--- src/rtl/uart_pkg.sv ---
// Shared constants and FSM state type for the memory-mapped UART transmitter.
package uart_pkg;

    localparam logic [1:0] REG_DATA    = 2'd0;
    localparam logic [1:0] REG_STATUS  = 2'd1;
    localparam logic [1:0] REG_DIVISOR = 2'd2;
    localparam logic [1:0] REG_CTRL    = 2'd3;

    localparam int ST_FULL      = 0;
    localparam int ST_EMPTY     = 1;
    localparam int ST_BUSY      = 2;
    localparam int ST_OVERFLOW  = 3;
    localparam int ST_COUNT_LSB = 8;

    typedef enum logic [2:0] {IDLE, START, DATA, PARITY, STOP} tx_state_t;

endpackage

--- src/rtl/uart_tx_periph_fifo.sv ---
// Synchronous FIFO with first-word-fall-through output; DEPTH must be a power of two.
module sync_fifo #(
    parameter int WIDTH = 8,
    parameter int DEPTH = 16
) (
    input  logic                     clk,
    input  logic                     rst_n,
    input  logic                     push,
    input  logic                     pop,
    input  logic [WIDTH-1:0]         din,
    output logic [WIDTH-1:0]         dout,
    output logic                     full,
    output logic                     empty,
    output logic [$clog2(DEPTH):0]   count
);

    localparam int AW = $clog2(DEPTH);

    logic [WIDTH-1:0] mem [DEPTH];
    logic [AW-1:0]    wr_ptr;
    logic [AW-1:0]    rd_ptr;
    logic             do_push;
    logic             do_pop;

    assign full    = (count == (AW+1)'(DEPTH));
    assign empty   = (count == '0);
    assign do_push = push && !full;
    assign do_pop  = pop && !empty;
    assign dout    = mem[rd_ptr];

    always_ff @(posedge clk) begin
        if (do_push) begin
            mem[wr_ptr] <= din;
        end
    end

    // Pointers wrap naturally because DEPTH is a power of two.
    always_ff @(posedge clk or negedge rst_n) begin
        if (!rst_n) begin
            wr_ptr <= '0;
            rd_ptr <= '0;
            count  <= '0;
        end else begin
            if (do_push) wr_ptr <= wr_ptr + 1'b1;
            if (do_pop)  rd_ptr <= rd_ptr + 1'b1;
            case ({do_push, do_pop})
                2'b10:   count <= count + 1'b1;
                2'b01:   count <= count - 1'b1;
                default: count <= count;
            endcase
        end
    end

endmodule

--- src/rtl/uart_tx_periph.sv ---
// Memory-mapped UART transmitter: DATA/STATUS/DIVISOR/CTRL registers, TX FIFO and serializer.
// Optional parity support is enabled by defining UART_TX_PARITY_EN.
module uart_tx_periph
    import uart_pkg::*;
#(
    parameter logic [31:0] BASEADDR    = 32'h0000_4000,
    parameter int          FIFO_DEPTH  = 16,
    parameter logic [15:0] DEFAULT_DIV = 16'd347
) (
    input  logic        clk,
    input  logic        rst_n,
    input  logic [31:0] addr,
    input  logic [31:0] wdata,
    input  logic [3:0]  wmask,
    input  logic        ren,
    input  logic        wen,
    output logic [31:0] rdata,
    output logic        ready,
    output logic        active,
    output logic        txd
);

    localparam int CW = $clog2(FIFO_DEPTH) + 1;

    tx_state_t      state;
    logic [15:0]    baud_cnt;
    logic [15:0]    divisor;
    logic [7:0]     shift_reg;
    logic [2:0]     bit_idx;
    logic           overflow;
    logic           bit_end;
    logic           pop_now;
    logic           busy;
    logic           wr_hit;
    logic           rd_hit;
    logic [1:0]     reg_sel;
    logic           fifo_push;
    logic           fifo_full;
    logic           fifo_empty;
    logic [7:0]     fifo_dout;
    logic [CW-1:0]  fifo_count;
    logic [31:0]    status_word;
    logic [31:0]    ctrl_word;
    logic [31:0]    read_word;
    logic           unused_bits;

`ifdef UART_TX_PARITY_EN
    logic parity_en;
    logic parity_odd;
    logic frame_par_en;
    logic frame_par;
    assign ctrl_word = {30'h0, parity_odd, parity_en};
`else
    assign ctrl_word = 32'h0;
`endif

    assign active      = (addr[31:4] == BASEADDR[31:4]);
    assign wr_hit      = active && wen;
    assign rd_hit      = active && ren && !wen;
    assign reg_sel     = addr[3:2];
    assign fifo_push   = wr_hit && (reg_sel == REG_DATA) && wmask[0] && !fifo_full;
    assign bit_end     = (baud_cnt == 16'd0);
    assign busy        = (state != IDLE);
    assign pop_now     = !fifo_empty && ((state == IDLE) || (state == STOP && bit_end));
    assign status_word = {16'h0, 8'(fifo_count), 4'h0, overflow, busy, fifo_empty, fifo_full};
    assign unused_bits = &{1'b0, wdata[31:16], wmask[3:2], addr[1:0]};

    sync_fifo #(.WIDTH(8), .DEPTH(FIFO_DEPTH)) u_fifo (
        .clk   (clk),
        .rst_n (rst_n),
        .push  (fifo_push),
        .pop   (pop_now),
        .din   (wdata[7:0]),
        .dout  (fifo_dout),
        .full  (fifo_full),
        .empty (fifo_empty),
        .count (fifo_count)
    );

    always_comb begin
        read_word = 32'h0;
        case (reg_sel)
            REG_STATUS:  read_word = status_word;
            REG_DIVISOR: read_word = {16'h0, divisor};
            REG_CTRL:    read_word = ctrl_word;
            default:     read_word = 32'h0;
        endcase
    end

    // Bus side: rdata only updates on an accepted read, so it holds between reads.
    always_ff @(posedge clk or negedge rst_n) begin
        if (!rst_n) begin
            ready    <= 1'b0;
            rdata    <= 32'h0;
            divisor  <= DEFAULT_DIV;
            overflow <= 1'b0;
`ifdef UART_TX_PARITY_EN
            parity_en  <= 1'b0;
            parity_odd <= 1'b0;
`endif
        end else begin
            ready <= active && (ren || wen);
            if (rd_hit) begin
                rdata <= read_word;
            end
            if (wr_hit) begin
                case (reg_sel)
                    REG_DATA: begin
                        if (wmask[0] && fifo_full) overflow <= 1'b1;
                    end
                    REG_STATUS: begin
                        if (wmask[0] && wdata[ST_OVERFLOW]) overflow <= 1'b0;
                    end
                    REG_DIVISOR: begin
                        if (wmask[0]) divisor[7:0]  <= wdata[7:0];
                        if (wmask[1]) divisor[15:8] <= wdata[15:8];
                    end
                    default: begin
`ifdef UART_TX_PARITY_EN
                        if (wmask[0]) begin
                            parity_en  <= wdata[0];
                            parity_odd <= wdata[1];
                        end
`endif
                    end
                endcase
            end
        end
    end

    // Serializer: a pop at the end of STOP starts the next frame with no idle gap.
    always_ff @(posedge clk or negedge rst_n) begin
        if (!rst_n) begin
            state     <= IDLE;
            txd       <= 1'b1;
            baud_cnt  <= 16'd0;
            shift_reg <= 8'h0;
            bit_idx   <= 3'd0;
`ifdef UART_TX_PARITY_EN
            frame_par_en <= 1'b0;
            frame_par    <= 1'b0;
`endif
        end else if (pop_now) begin
            state     <= START;
            txd       <= 1'b0;
            shift_reg <= fifo_dout;
            baud_cnt  <= divisor;
`ifdef UART_TX_PARITY_EN
            frame_par_en <= parity_en;
            frame_par    <= (^fifo_dout) ^ parity_odd;
`endif
        end else begin
            case (state)
                IDLE: begin
                    txd <= 1'b1;
                end
                START: begin
                    if (bit_end) begin
                        state    <= DATA;
                        txd      <= shift_reg[0];
                        bit_idx  <= 3'd0;
                        baud_cnt <= divisor;
                    end else begin
                        baud_cnt <= baud_cnt - 16'd1;
                    end
                end
                DATA: begin
                    if (bit_end) begin
                        baud_cnt <= divisor;
                        if (bit_idx == 3'd7) begin
`ifdef UART_TX_PARITY_EN
                            if (frame_par_en) begin
                                state <= PARITY;
                                txd   <= frame_par;
                            end else begin
                                state <= STOP;
                                txd   <= 1'b1;
                            end
`else
                            state <= STOP;
                            txd   <= 1'b1;
`endif
                        end else begin
                            bit_idx   <= bit_idx + 3'd1;
                            shift_reg <= shift_reg >> 1;
                            txd       <= shift_reg[1];
                        end
                    end else begin
                        baud_cnt <= baud_cnt - 16'd1;
                    end
                end
`ifdef UART_TX_PARITY_EN
                PARITY: begin
                    if (bit_end) begin
                        state    <= STOP;
                        txd      <= 1'b1;
                        baud_cnt <= divisor;
                    end else begin
                        baud_cnt <= baud_cnt - 16'd1;
                    end
                end
`endif
                STOP: begin
                    if (bit_end) begin
                        state <= IDLE;
                        txd   <= 1'b1;
                    end else begin
                        baud_cnt <= baud_cnt - 16'd1;
                    end
                end
                default: begin
                    state <= IDLE;
                    txd   <= 1'b1;
                end
            endcase
        end
    end

endmodule

--- config.mk ---
export PLATFORM = sky130hd
export DESIGN_NAME = uart_tx_periph
export DESIGN_NICKNAME = d
export VERILOG_FILES = /design/src/rtl/uart_pkg.sv /design/src/rtl/uart_tx_periph_fifo.sv /design/src/rtl/uart_tx_periph.sv
export SDC_FILE = /design/constraint.sdc
export NUM_CORES = 1
export LEC_CHECK = 0
export CAP_MARGIN = 40
export CORE_ASPECT_RATIO = 1.75
export CORE_MARGIN = 4
export CORE_UTILIZATION = 35
export DETAILED_ROUTE_END_ITERATION = 6
export PLACE_DENSITY_LB_ADDON = 0.1
export SLEW_MARGIN = 20
export SYNTH_ARGS = -nofsm -noshare
export SYNTH_HDL_FRONTEND = slang
export SYNTH_HIERARCHICAL = 1
export SYNTH_SLANG_ARGS = --single-unit
--- constraint.sdc ---
create_clock -name clk -period 5.49 [get_ports clk]
set_clock_uncertainty 0.15 [all_clocks]
set_input_delay 1.3725 -clock clk [delete_from_list [all_inputs] [get_ports clk]]
set_output_delay 1.3725 -clock clk [all_outputs]
set_load 0.05 [all_outputs]
==> results.toml <==
[synth]
yosys_register_bits = 206
ys_top_cells_by_area = "edfxtp_1 40%, dfrtp_1 18%, mux2i_1 4.1%"
synth-adder-area-share = 0.0214
synth-edff-count = 128
syn-instance-count = 712
synth_compound_area_frac = 0.0840
yosysMostFrequentCell = "edfxtp_1"
yosysWarnings = 6
synth_top_family_by_area = "multiplexers"
syn_area_per_cell_um2 = 13.6
netlist_area_um2 = 9690
yosys.cell_types.count = 77
synthMuxAreaShare = 0.118
yosys_most_used_dff = "edfxtp_1"
async_flop_share = 0.379
yosys.area_share.simple = 0.112
synth_xor_area_frac = 0.0108
synth_top_area_share = 0.397
ys_seq_area_frac = 0.599
synthTopCellsByCount = "128 x edfxtp_1, 71 x dfrtp_1, 47 x nand2_1, 40 x mux2i_1, 39 x nand4_1"
synth_top_cell_by_area = "edfxtp_1"

[cts]
cts.sinks = 206
cts_buffer_depth = 3
root_buffer = "clkbuf_16"
clk_latency_ns = 0.50
cts_buffers = 21
cts.htree.levels = 1
ctsHoldBuffers = 0
cts_resized = 0
clk_pin_slew_ns = 0.06
post_cts_buffers = 0
tritoncts = "yes"

[power]
seqPwrFrac = 0.441
power.density_nw_per_um2 = 351
cellLeakagePower_nw = 4.29
p_sw_mw = 1.20
combPwrFrac = 0.206
vdd_ir_drop_max_mv = 0.222
finalPower_mw = 4.01
switching_share = 0.299
intPower_mw = 2.81
clkPwrFrac = 0.354

[global_routing]
grt_pass1_vias = 6415
grt_max_degree = 53
overflow = 0
antenna_found_initial = 0
grt_use_total = 0.155
grt_first_pass_wirelength_mm = 37.1

[floorplan]
die_y_um = 228
dieArea_um2 = 30500
coreArea_um2 = 27300
start_util = 0.355
num_io_pins = 107
fp.dieW_um = 134
rows = 80

[timing]
finalCritPeriodShare = 0.889
slew_headroom = 0.485
rsz0062_at_grt = "false"
finalSetupViolCount = 0
tightest_slew_ns = 0.769
final_hold_viol_count = 0
fmax_ghz = 0.205
setup_tns_ns = 0
finalCriticalPeriod_ns = 4.88
maxSlewViolCount = 0
fin_hold_ws_ns = 0.340
setup_ws_ns = 0.611

[routing]
vias = 5978
wl_mm = 23.6
vias_per_cell = 5.09
ant_nets = 0
drc = 0
drt-initial-drc-count = 346
wire_per_inst_um = 20.1
dr.pass1.iters = 4

[placement]
port_buffers = 70
place.gp.congestion = 0.815
place_area_um2 = 10700
place_ws_ns = 0.580
place_inst = 1135
hpwl_mm = 17.0

[setup_path]
path_buf_inv = 2
r2r_start = "baud_cnt[0]"
crit_family = "buffers and inverters"
cp-end-kind = "output port"
crit_top_cell = "clkdlybuf4s50_1"
worstPathRequired_ns = 3.97
cpMaxStageDelayCell = "clkdlybuf4s50_1"
slowest_delay_ns = 0.84
critPathArrivalTime_ns = 3.36
crit_chain = "clkdlybuf4s50_1 -> nor4b_1 -> nand4_1 -> nor2_4 -> clkdlybuf4s50_1"
start_kind = "input port"
r2r_end = "u_fifo/count[4]"
rrSetupSlack_ns = 1.13
reg2regPathDepth = 15
worstSetupPathType = "in2out"
cp_max_fo = 7

[worst_hold_path]
hold_depth = 1
hp-start = "shift_reg[0]"
hold_class = "reg2reg"
hold_path_end = "shift_reg[0]"

[outcome]
status = "finished, final reports clean"

[layout]
diodes = 0
final_area_um2 = 11400
stdcell_count = 1174
largest_register_ffs = 128
multiInputGateArea_um2 = 3420
nFillCells = 2506
nets = 878
max_flop_register = "u_fifo/mem"
syn_to_final_growth_pct = 18.0
layout.area.seq_um2 = 5810
drive_gt1_frac = 0.170
fin_util = 0.419

[run]
cap_viol_max_count = 0
==> worst max-delay path by stage <==
stage | slack (ns) | start | depth (start not counted) | endpoint
final | 0.61 | addr[17] | 5 | active
after global placement | 0.50 | addr[17] | 5 | active
after floorplan | 1.01 | addr[17] | 15 | u_fifo/count[4]
after detailed placement | 0.58 | addr[17] | 5 | active
after CTS | 0.57 | addr[17] | 5 | active
after global routing | 0.46 | addr[17] | 5 | active
==> cells by family after synthesis <==
kind of cell               after synthesis
adders and majority gates               16
other                                    1
xor gates and xnor gates                12
and+or+nand+nor                        189
DFF                                    206
muxes                                   90
buffers and inverters                   87
AOI/OAI and AO/OA                      111
==> final cells by class <==
| type | instances | share of cell area |
|---|---|---|
| inverter | 28 | 0.00919 |
| clock buffer | 29 | 0.0503 |
| timing repair buffer | 99 | 0.0844 |
| tap | 369 | 0.0404 |
| sequential | 206 | 0.508 |
| clock inverter | 9 | 0.00886 |
| multi-input combinational | 434 | 0.299 |
==> cell usage in the layout (no fill, tap or decap), types with 25 or more instances in the layout <==
cell type        count
edfxtp_1           128
dfrtp_1             70
clkdlybuf4s50_1     69
nand2_1             47
mux2i_1             40
nand4_1             39
mux2_2              30
inv_1               28
nor2_1              26
buf_4               25
==> power by group through the flow <==
stage                     sequential (mW)  clock [mW]  combinational, mW
after global routing                 1.78        1.54              0.906
after detailed placement             1.80           0              0.791
after CTS                            1.77        1.46              0.795
final                                1.77        1.42              0.825
after floorplan                      1.77           0              0.645
after global placement               1.79           0              0.753
==> metal layers <==
| layer | GRT usage | vias to the layer above | share of wire |
|---|---|---|---|
| met2 | 0.312 | 142 | 0.58 |
| met4 | 0.0393 | 0 | 0.018 |
| met1 | 0.163 | 2975 | 0.36 |
| met5 | 0 | - | 0 |
| met3 | 0.0243 | 27 | 0.040 |
| li1 | - | 2834 | - |
Note: power is estimated with default switching activity, not from simulation.
==> variant, RTL diff (same settings) <==
The parameter `FIFO_DEPTH` goes from 16 to 32.
--- a/src/rtl/uart_tx_periph.sv
+++ b/src/rtl/uart_tx_periph.sv
@@ -4,7 +4,7 @@
     import uart_pkg::*;
 #(
     parameter logic [31:0] BASEADDR    = 32'h0000_4000,
-    parameter int          FIFO_DEPTH  = 16,
+    parameter int          FIFO_DEPTH  = 32,
     parameter logic [15:0] DEFAULT_DIV = 16'd347
 ) (
     input  logic        clk,
Behaviour: no difference found for any inputs over 4 cycles, from zero or initial values and one cycle with rst_n low; that may be too few to reach the edited logic, so the function may still have changed.
==> variant against the original RTL <==
Setup slack better by 0.37 ns. Sequential cell count up 131. Synthesized area up 53%. Die area up 50%. Wire length up 57%. Global-route usage up 0.89 points. Count of clock-buffer cells in the layout up 19. Total power up 34%. Combinational power down 38%. Cell area up 51%. First-iteration DRC count up 37%.
==> variant: results (changes against the original RTL) <==
Share of flip-flops with an asynchronous set or reset -> 0.240 (was 0.379)
Crit-path leading delay family -> simple AND/OR/NAND/NOR gates (was buffers and inverters)
Non-clock buffer share -> 0.0688 (was 0.0844)
Vias in the first global route -> 9,033 (was 6,415)
Post-synthesis sequential area ratio -> 0.656 (was 0.599)
CTS buffer count -> 30 (was 21)
Reg-to-reg endpoint -> u_fifo/count[5]$_DFFE_PN0P_ (was u_fifo/count[4]$_DFFE_PN0P_)
Tmin final -> 4.51 ns (was 4.88 ns)
Synth cell types -> 84 (was 77)
Post-CTS sizing -> 0 (unchanged)
Clk_lat worst skew -> 0.57 ns (was 0.50 ns)
Inverters -> 31 (was 28)
Synth Area per Inst -> 15.5 µm² (was 13.6 µm²)
Leak -> 6.31 nW (was 4.29 nW)
Layout clock buffers -> 48 (was 29)
Flip-flop count of the largest register after layout -> 256 (was 128)
Largest net degree at the start of global routing -> 44 (was 53)
Top cells by count, synth -> edfxtp_1 (256), dfrtp_1 (74), nor2_1 (52) (was edfxtp_1 (128), dfrtp_1 (71), nand2_1 (47))
R2R depth -> 12 (was 15)
Clock transition at path regs -> 0.07 ns
Layout cells sized above 1 -> 0.182 (was 0.170)
Inst Count DP -> 1,583 (was 1,135)
CTS H-Tree Depth -> 1 (unchanged)
Max-slew headroom -> 0.434 (was 0.485)
Number of DRC markers in iteration 0 -> 475 (was 346)
Post-Route WL -> 37,100 µm (was 23,600 µm)
Slowest stage delay, CP -> 0.40 ns (was 0.84 ns)
Fin nets -> 1,150 (was 878)
Sequential cell count -> 337 (was 206)
Layout clock area frac -> 0.0544 (was 0.0592)
Post-synth EDFFs -> 256 (was 128)
WP data arrival -> 4.80 ns (was 3.36 ns)
Worst vdd ir -> 0.000199 V (was 0.000222 V)
Synth top area cells -> edfxtp_1 (52%), dfrtp_1 (12%), mux4_2 (5.3%), mux2i_1 (3.0%), mux4_1 (2.3%) (was edfxtp_1 (40%), dfrtp_1 (18%), mux2i_1 (4.1%), mux4_2 (3.7%), mux2_2 (3.5%))
Multi-input gate count -> 530 (was 434)
Filler cell count -> 3,814 (was 2,506)
GRT Util Overall -> 0.164 (was 0.155)
Outcome -> complete, no violations (unchanged)
Reg area -> 9730 µm² (was 5810 µm²)
Multi-input combinational area share -> 0.267 (was 0.299)
RR Startpoint -> u_fifo/count[0]$_DFFE_PN0P_ (was baud_cnt[0]$_DFFE_PN0P_)
Via density per instance -> 5.21 (was 5.09)
R2R setup slack -> 1.06 ns (was 1.13 ns)
Crit path from -> addr[17] (unchanged)
GP Congestion -> 0.787 (was 0.815)
Port bufs -> 70 (unchanged)
CP max FO -> 9 (was 7)
Non-filler cells, final -> 1,640 (was 1,174)
Worst Setup Path Type -> input pin to flop (was input pin to output pin)
First-pass GRT wire length -> 56,800 µm (was 37,100 µm)
Signal buffers -> 131 (was 99)
DP HPWL -> 25,400 µm (was 17,000 µm)
Pre-CTS setup slack -> 0.325 ns (was 0.580 ns)
variant: changes by cell type after synthesis, moves of 11 or more:
cell / delta
mux4_2: +19
mux4_1: +13
nor2_1: +26
o221ai_1: +11
edfxtp_1: +128
nand4_1: -12
variant: worst min path at each step:
stage,start,to,slack (ns),depth (start not counted)
floorplan,shift_reg[0]$_DFFE_PN0P_,shift_reg[0]$_DFFE_PN0P_,0.30,1
global placement,bit_idx[0]$_DFFE_PN0P_,bit_idx[0]$_DFFE_PN0P_,0.33,1
detailed placement,bit_idx[0]$_DFFE_PN0P_,bit_idx[0]$_DFFE_PN0P_,0.33,1
CTS,bit_idx[0]$_DFFE_PN0P_,bit_idx[0]$_DFFE_PN0P_,0.34,1
global route,u_fifo/rd_ptr[4]$_DFFE_PN0P_,u_fifo/rd_ptr[4]$_DFFE_PN0P_,0.37,1
finish,bit_idx[0]$_DFFE_PN0P_,bit_idx[0]$_DFFE_PN0P_,0.34,1
variant: cell families (layout without fill, tap and decap cells):
kind of cell    Yosys count  in the layout  share of synthesized area
mux                     120            120                      0.127
other cells               1             16                   0.000253
fa+ha+maj                17             17                     0.0148
xor+xnor                 12             12                    0.00709
flops                   337            337                      0.656
buf+inv                 102            218                     0.0380
simple gates            210            210                     0.0780
compound gates          155            155                     0.0792
variant: per-stage QoR:
stage               cell area [µm²]  power [mW]   util
floorplan                     14900        3.11      -
global placement              16300        3.36  0.390
detailed placement            16300        3.39  0.391
CTS                           17300        5.45  0.414
global route                  17300        5.58  0.414
finish                        17300        5.36  0.414
variant: power by group:
part	switching (mW)	internal, mW
clock	0.914	1.13
combinational	0.306	0.204
sequential	0.0436	2.76
total	1.26	4.09
variant: routing by layer:
metal	GRT usage	wire [µm]
met2	0.317	21100
met4	0.0523	1100
met5	0	0
met3	0.0188	1180
met1	0.184	13700
